==> src/rtl/w1_ram_loader.sv <==
// w1_ram_loader: run-time loadable weight store for conv layer 1.
// A byte stream arrives over wr_valid/wr_ready. Every LANES bytes are packed
// into one word (first byte in lane 0) and written to a DEPTH-entry memory.
// The memory also has a registered, read-first read port that feeds the conv1
// datapath with one cycle of latency.
module w1_ram_loader #(
   parameter int DEPTH  = 25,
   parameter int ADDR_W = 5,
   parameter int LANES  = 6
) (
   input  logic              clk,
   input  logic              rst,
   input  logic              start,
   input  logic [7:0]        wr_data,
   input  logic              wr_valid,
   output logic              wr_ready,
   output logic              busy,
   output logic              load_done,
   input  logic [ADDR_W-1:0] w1_raddr,
   output logic [7:0]        w1_1_rdata,
   output logic [7:0]        w1_2_rdata,
   output logic [7:0]        w1_3_rdata,
   output logic [7:0]        w1_4_rdata,
   output logic [7:0]        w1_5_rdata,
   output logic [7:0]        w1_6_rdata
);

   localparam int CNT_W  = (LANES > 1) ? $clog2(LANES) : 1;
   localparam int WORD_W = 8 * LANES;

   localparam logic [CNT_W-1:0]  LAST_BYTE  = CNT_W'(LANES - 1);
   localparam logic [CNT_W-1:0]  CNT_ONE    = CNT_W'(1);
   localparam logic [ADDR_W-1:0] LAST_ADDR  = ADDR_W'(DEPTH - 1);
   localparam logic [ADDR_W-1:0] ADDR_ONE   = ADDR_W'(1);
   localparam logic [ADDR_W:0]   DEPTH_LIM  = (ADDR_W + 1)'(DEPTH);

   typedef enum logic [1:0] {
      ST_IDLE = 2'd0,
      ST_LOAD = 2'd1,
      ST_DONE = 2'd2
   } state_t;

   state_t              state_r;
   state_t              state_next_s;
   logic [CNT_W-1:0]    byte_cnt_r;
   logic [ADDR_W-1:0]   word_addr_r;
   logic [WORD_W-1:0]   pack_r;
   logic [WORD_W-1:0]   mem_r [DEPTH];
   logic [WORD_W-1:0]   rdata_r;
   logic                wr_ready_r;
   logic                busy_r;
   logic                done_r;

   logic                xfer_s;
   logic                last_byte_s;
   logic                we_s;
   logic                enter_load_s;
   logic                rd_in_range_s;
   logic [WORD_W-1:0]   wdata_s;

   // Handshake decode and write-word assembly (last byte bypasses the pack register).
   always_comb begin
      xfer_s        = wr_valid && wr_ready_r;
      last_byte_s   = (byte_cnt_r == LAST_BYTE);
      we_s          = xfer_s && last_byte_s;
      enter_load_s  = (state_r != ST_LOAD) && (state_next_s == ST_LOAD);
      rd_in_range_s = ({1'b0, w1_raddr} < DEPTH_LIM);
      wdata_s       = pack_r;
      wdata_s[WORD_W-1 -: 8] = wr_data;
   end

   // Next-state logic; start is only honoured outside LOAD.
   always_comb begin
      state_next_s = state_r;
      case (state_r)
         ST_IDLE: begin
            if (start) begin
               state_next_s = ST_LOAD;
            end else begin
               state_next_s = ST_IDLE;
            end
         end
         ST_LOAD: begin
            if (we_s && (word_addr_r == LAST_ADDR)) begin
               state_next_s = ST_DONE;
            end else begin
               state_next_s = ST_LOAD;
            end
         end
         ST_DONE: begin
            if (start) begin
               state_next_s = ST_LOAD;
            end else begin
               state_next_s = ST_DONE;
            end
         end
         default: begin
            state_next_s = ST_IDLE;
         end
      endcase
   end

   // State register plus status outputs registered from the next state.
   always_ff @(posedge clk) begin
      if (rst) begin
         state_r    <= ST_IDLE;
         wr_ready_r <= 1'b0;
         busy_r     <= 1'b0;
         done_r     <= 1'b0;
      end else begin
         state_r    <= state_next_s;
         wr_ready_r <= (state_next_s == ST_LOAD);
         busy_r     <= (state_next_s == ST_LOAD);
         done_r     <= (state_next_s == ST_DONE);
      end
   end

   // Byte/word counters and pack register; cleared on reset and on every LOAD entry.
   always_ff @(posedge clk) begin
      if (rst) begin
         byte_cnt_r  <= {CNT_W{1'b0}};
         word_addr_r <= {ADDR_W{1'b0}};
         pack_r      <= {WORD_W{1'b0}};
      end else if (enter_load_s) begin
         byte_cnt_r  <= {CNT_W{1'b0}};
         word_addr_r <= {ADDR_W{1'b0}};
         pack_r      <= {WORD_W{1'b0}};
      end else if (xfer_s) begin
         pack_r[{byte_cnt_r, 3'b000} +: 8] <= wr_data;
         if (last_byte_s) begin
            byte_cnt_r <= {CNT_W{1'b0}};
            if (word_addr_r == LAST_ADDR) begin
               word_addr_r <= {ADDR_W{1'b0}};
            end else begin
               word_addr_r <= word_addr_r + ADDR_ONE;
            end
         end else begin
            byte_cnt_r  <= byte_cnt_r + CNT_ONE;
            word_addr_r <= word_addr_r;
         end
      end else begin
         byte_cnt_r  <= byte_cnt_r;
         word_addr_r <= word_addr_r;
         pack_r      <= pack_r;
      end
   end

   // Weight memory write; contents deliberately survive reset.
   always_ff @(posedge clk) begin
      if (we_s) begin
         mem_r[word_addr_r] <= wdata_s;
      end
   end

   // Registered read-first read port; out-of-range addresses return zero.
   always_ff @(posedge clk) begin
      if (rst) begin
         rdata_r <= {WORD_W{1'b0}};
      end else if (rd_in_range_s) begin
         rdata_r <= mem_r[w1_raddr];
      end else begin
         rdata_r <= {WORD_W{1'b0}};
      end
   end

   assign wr_ready   = wr_ready_r;
   assign busy       = busy_r;
   assign load_done  = done_r;
   assign w1_1_rdata = rdata_r[7:0];
   assign w1_2_rdata = rdata_r[15:8];
   assign w1_3_rdata = rdata_r[23:16];
   assign w1_4_rdata = rdata_r[31:24];
   assign w1_5_rdata = rdata_r[39:32];
   assign w1_6_rdata = rdata_r[47:40];

endmodule

==> config.mk <==
export PLATFORM = sky130hd
export DESIGN_NAME = w1_ram_loader
export DESIGN_NICKNAME = d
export VERILOG_FILES = /design/src/rtl/w1_ram_loader.sv
export SDC_FILE = /design/constraint.sdc
export NUM_CORES = 1
export LEC_CHECK = 0
export CORE_MARGIN = 2
export CORE_UTILIZATION = 62
export DETAILED_ROUTE_END_ITERATION = 10
export PLACE_DENSITY = 0.82
export SLEW_MARGIN = 20
export SYNTH_ARGS = -nofsm -noshare
export SYNTH_HDL_FRONTEND = slang
export SYNTH_SLANG_ARGS = --single-unit
==> constraint.sdc <==
create_clock -name clk -period 4.4 [get_ports clk]
set_clock_uncertainty 0.1 [all_clocks]
set_input_delay 0.88 -clock clk [delete_from_list [all_inputs] [get_ports clk]]
set_output_delay 0.88 -clock clk [all_outputs]
set_load 0.01 [all_outputs]
# --- After elaboration in Yosys (flattened, before gate mapping) ---
# Memory sizes are Yosys's and may differ from the RTL's. A register that Yosys moved wholly into a read port is not among the register bits.
# Index checks and enable logic that the tools add are counted.
word_totals:
  regBits: 60
  ramBits: 1200
  input_bits: 17
  n_memories: 1
memory_table:
  columns: ["name", "words", "width", "rd", "rd_ports_with_merged_regs", "write_ports", "line_no", "source"]
  rows:
  - ["mem_r", 25, 48, 1, 1, 1, "48", "logic [WORD_W-1:0] mem_r [DEPTH];"]
op_classes:
  n_addsub: 3
  magnitude_cmp: 1
  eq_ne: 7
  n_shift: 2
  n_mux: 9
  bitwise_logic: 1
  reduce_logical: 8
op_table:
  columns: ["operator", "count"]
  rows:
  - ["48-bit bitwise mux", 1]
  - ["8-bit by 8-bit variable shift with 48-bit output (first input constant)", 1]
  - ["8-bit by 8-bit variable part select with 48-bit output", 1]
  - ["6-bit negation with 8-bit output", 1]
  - ["2-bit one-hot mux with 3 select lines", 1]
  - ["5-bit by 1-bit adder with 5-bit output (second input constant)", 1]
  - ["5-bit equality test (second input constant)", 1]
  - ["5-bit < comparator (second input constant)", 1]
  - ["5-bit 2-to-1 mux", 1]
  - ["2-bit by 1-bit equality test with 1-bit output (second input constant)", 2]
  - ["2-bit equality test (second input constant)", 2]
  - ["1-bit logical AND", 4]
  - ["2-bit 2-to-1 mux", 2]
  - ["2-bit OR reduction", 2]
  - ["3-bit by 1-bit adder with 3-bit output (second input constant)", 1]
  - ["3-bit equality test (second input constant)", 1]
  - ["1-bit 2-to-1 mux", 3]
  - ["3-bit 2-to-1 mux", 1]
  - ["2-bit logical NOT", 1]
  - ["2-bit by 1-bit inequality test with 1-bit output (second input constant)", 1]
  - ["2-bit AND reduction", 1]
  - ["1-bit inverter", 1]

# --- Depth between registers and ports, before layout ---
depth:
  word_depth: 8
  depth_mapped: 9
  mapped_depth_nobuf: 7

# --- Worst setup path before layout ---
# OpenSTA, ideal clock, no wires.
synth_path:
  path_kind: "input port to flip-flop"
  start: "input wr_valid"
  end: "memory mem_r[23][0] (netlist bit), enable pin"
  setup_ns: 0.454
  arrival_time_ns: 3.441
  path_slack_ns: 0.405
  stages: 4
  path_cell_list: "and4_1 buf_2 nand2_1 nor2_1"
synth_between:
  elab_chain_cells: 4
synth_rtl:
  columns: ["item", "line_no", "source"]
  rows:
  - ["from (decl)", "15", "input logic wr_valid,"]
  - ["1-bit logical AND", "63", "xfer_s = wr_valid && wr_ready_r;"]
  - ["1-bit logical AND", "65", "we_s = xfer_s && last_byte_s;"]
  - ["1-bit 2-to-1 mux", "150", "if (we_s) begin"]
  - ["1-bit 2-to-1 mux (not written as such)", "151", "mem_r[word_addr_r] <= wdata_s;"]
  - ["to (decl)", "48", null]
# Every way passes these cells.

# --- Worst setup path in the final report ---
layout_path:
  start: "register byte_cnt_r[0]"
  end: "register pack_r[34]"
layout_between:
  elab_chain_cells: 8
layout_rtl:
  columns: ["item", "line_no", "source"]
  rows:
  - ["from (decl)", "45", "logic [CNT_W-1:0] byte_cnt_r;"]
  - ["from (signal assigned)", "121", "byte_cnt_r <= {CNT_W{1'b0}};"]
  - ["from (signal assigned)", "125", "byte_cnt_r <= {CNT_W{1'b0}};"]
  - ["from (signal assigned)", "131", "byte_cnt_r <= {CNT_W{1'b0}};"]
  - ["branches (longest 8 deep; another with 6-bit negation with 8-bit output)", null, null]
  - ["to (signal assigned)", "123", "pack_r <= {WORD_W{1'b0}};"]
  - ["to (signal assigned)", "127", "pack_r <= {WORD_W{1'b0}};"]
  - ["to (signal, indexed assignment)", "129", "pack_r[{byte_cnt_r, 3'b000} +: 8] <= wr_data;"]
  - ["to (decl)", "47", "logic [WORD_W-1:0] pack_r;"]
# Several ways; the timed one is not identified.
# A chain may end at the register's enable or synchronous reset.

==> results.txt <==
Hold buffers post-CTS = 0
Clock power frac = 42.2%
Fin area = 55560 sq um
Top cell type's share of synthesized area = 72.91%
WHS Endpoint = rdata_r[38]$_SDFF_PP0_
Beginning of the worst register-to-register path = byte_cnt_r[0]$_SDFFE_PP0P_
Routed WL = 119600 um
Crit-path max FO = 8
Post-synthesis cell count = 2445
WS Path Type = register to register
FF+latch count, synth = 1300
DIE HEIGHT = 286.3 um
Unrepaired setup endpoints after global routing = no
Placed Area = 51610 sq um
Vias in the first global route = 26000
First-pass GRT wire length = 174300 um
Top FF cell, synth = edfxtp_1
Row Count = 103
Router iterations before antenna repair = 5
Ys async rst share = 0%
Power Dens Cells = 442.9 nW/um^2
TritonCTS Buffers = 119
Sw frac = 20.50%
P_leak = 0.01797 uW
Main area contributors after synthesis = edfxtp_1 (73%), mux4_2 (9.3%), mux2i_1 (5.0%)
Number of synthesized flops with an enable pin = 1200
Gpl congestion = 0.8143
Tightest Hold Check Type = register to register
CTS sink cnt = 1300
Post-DP HPWL = 64240 um
CTS tree = done
PostCTS Resize Cnt = 0
Crit start category = register
Syn Area/Cell = 20.21 sq um
Routed len/inst = 31.92 um
I/O pin total = 68
Slew headroom = 23.92%
Setup TNS = 0 ps
Cell taking the most area after synthesis = edfxtp_1
Vias = 25440
Synth Warn # = 0
Latest clock arrival within the worst-skew pair = 710 ps
Outcome = completed
RR Endpoint = pack_r[34]$_SDFFE_PP0P_
Distinct cells, synth = 57
Initial Util = 62.56%
Root buf cell = clkbuf_16
WHS Path Cells = 2
Max Slew Vio Count = 0
Critical Path, Cell by Cell = inv_1 > ha_1 > ha_1 > nand4b_2 > nor4_4 > mux2i_1 > nor2_1
Longest Clk Path Bufs = 3
Core area = 79000 sq um
Net Count, Synth = 2470
R2r setup slk = 1240 ps
Max IR drop VDD = 0.0004004 V
Flop pwr share = 54.5%
Fin crit period = 3156 ps
Final core occ = 70.33%
Mapped Area = 49420 sq um
Tcrit/Tclk final = 71.72%
Largest net degree at the start of global routing = 87
Worst-margin pin slew = 1140 ps
IO buf count = 67
Hold Startpoint = mem_r[24][38]$_DFFE_PP_
Max Cap Viol = 0
CP max stage delay = 810 ps
Combinational power share = 3.4%
Nets = 2616
Share of post-route cells with drive strength above 1 = 21.22%
F_max = 316.9 MHz
Vias per cell = 6.791
Die width = 286.3 um
Gr usage total = 29.47%
Grt ovf = 0
CP max stage cell = nor4_4
Initial antenna violation count = 4
Drt first-iter violations = 3464
R2R depth = 7
Area Overhead vs Synth = 12.42%
Top cell by count, worst path = ha_1
Fillers = 4356
Arrival @ worst endpoint = 3610 ps
Sequential-to-total area share from yosys stat = 76.96%
DR DRC count = 0
CP required = 4850 ps
Internal Pwr Total = 19560 uW
CP Capture Type = register
P_sw = 5045 uW
Post-CTS Setup Bufs = 0
Hold Fails Final Rpt = 0
H-Tree Depth = 3
Die area = 81990 sq um
Antenna viol nets, final = 0
Clock-pin slew on the worst setup and hold paths = 70 ps
Final setup vio count = 0
## registers in the layout (all words and copies together) (netlist names)
name and cells:
mem_r 1200, rdata_r 48, pack_r 40, word_addr_r 5, byte_cnt_r 3, state_r 2
busy 1, load_done 1
## metrics by stage
step	hold WS (ps)	worst slack, ps	std cells	power [uW]
floorplan	351.4	404.7	2445	14160
finish	396.1	1244	3746	24610
detailed placement	381.5	794.8	3520	14480
global route	428.6	1162	3745	25180
global placement	364.2	785.3	3520	14460
CTS	404.3	1284	3745	24650
## area by class of cell
| class | count | area (sq um) | share of cell area [%] |
|---|---|---|---|
| multi-input combinational | 1000 | 10730 | 19.31 |
| tap | 1050 | 1314 | 2.365 |
| clock buffer | 162 | 3312 | 5.961 |
| clock inverter | 63 | 619.3 | 1.115 |
| timing repair buffer | 162 | 1503 | 2.705 |
| inverter | 8 | 30.03 | 0.05405 |
| antenna | 1 | 2.502 | 0.004504 |
| sequential | 1300 | 38050 | 68.49 |
## power groups by stage
stage,clock network [uW],registers (uW),logic [uW]
6_report,10400,13400,825
3_5_place_dp,0,13700,809
4_1_cts,10400,13400,823
3_3_place_gp,0,13700,792
2_1_floorplan,0,13700,500
5_1_grt,10900,13400,863
## worst max-delay path by stage
| stage | start | endpoint | slack, ps | cells past startpoint |
|---|---|---|---|---|
| after detailed placement | wr_valid | mem_r[13][11]$_DFFE_PP_ | 790 | 5 |
| after CTS | byte_cnt_r[0]$_SDFFE_PP0P_ | pack_r[34]$_SDFFE_PP0P_ | 1280 | 7 |
| after global routing | byte_cnt_r[0]$_SDFFE_PP0P_ | pack_r[6]$_SDFFE_PP0P_ | 1160 | 6 |
| after floorplan | wr_valid | mem_r[23][0]$_DFFE_PP_ | 400 | 4 |
| after global placement | w1_raddr[0] | rdata_r[45]$_SDFF_PP0_ | 790 | 6 |
| final | byte_cnt_r[0]$_SDFFE_PP0P_ | pack_r[34]$_SDFFE_PP0P_ | 1240 | 7 |
## logic make-up after synthesis
group / count (synthesis) / synth area share (%)
AOI/OAI and AO/OA: 261 / 3.757
xor gates and xnor gates: 5 / 0.08862
adders and majority gates: 8 / 0.2025
buffers and inverters: 145 / 1.760
DFF: 1300 / 76.96
muxes: 466 / 14.67
and+or+nand+nor: 260 / 2.565
## routing by layer
layer	vias up	part of all wire [%]	GRT usage, %	routed length [um]
met2	1758	50	47.93	59350
met1	13070	35	39.25	41810
met4	6	3.8	11.03	4537
met5	-	0.033	0	40
met3	313	12	7.186	13820
li1	10290	-	-	-
## cells in the mapped netlist (all sizes together), types with 19 or more instances
library cell / count
edfxtp: 1200
mux2i: 246
mux4: 205
buf: 104
dfxtp: 100
nand2: 90
nor2: 76
a21oi: 51
a22oi: 41
o21ai: 40
a211oi: 34
clkbuf: 33
o21a: 28
nor2b: 24
o22a: 19
## layout by cell type, fill, tap and decap left out, drive strengths merged, types with 2 or more instances in the layout
cell type / netlist / final
edfxtp: 1200 / 1200
mux2i: 246 / 246
mux4: 205 / 205
clkbuf: 33 / 163
dfxtp: 100 / 100
buf: 104 / 99
nand2: 90 / 90
nor2: 76 / 76
clkdlybuf4s50: 0 / 62
a21oi: 51 / 51
a22oi: 41 / 41
o21ai: 40 / 40
clkinv: 0 / 39
a211oi: 34 / 34
o21a: 28 / 28
nor2b: 24 / 24
o22a: 19 / 19
nand4: 17 / 17
inv: 8 / 17
nand3: 16 / 16
mux2: 15 / 15
o221ai: 15 / 15
a221oi: 15 / 15
o2111ai: 14 / 14
bufinv: 0 / 10
ha: 8 / 8
nor3: 8 / 8
and2: 6 / 6
clkinvlp: 0 / 5
or3b: 4 / 4
nand3b: 3 / 3
or3: 3 / 3
xor2: 3 / 3
nand2b: 3 / 3
and2b: 2 / 2
xnor2: 2 / 2
nand4b: 2 / 2
nor4b: 2 / 2
## worst max-delay path: cells and delay by family (launching register included)
family / cells / cell delay (ps)
simple gates: 3 / 1180
mux: 1 / 320
fa+ha+maj: 2 / 670
buf+inv: 1 / 210
flops: 1 / 520
Note: power is estimated with default switching activity, not from simulation.
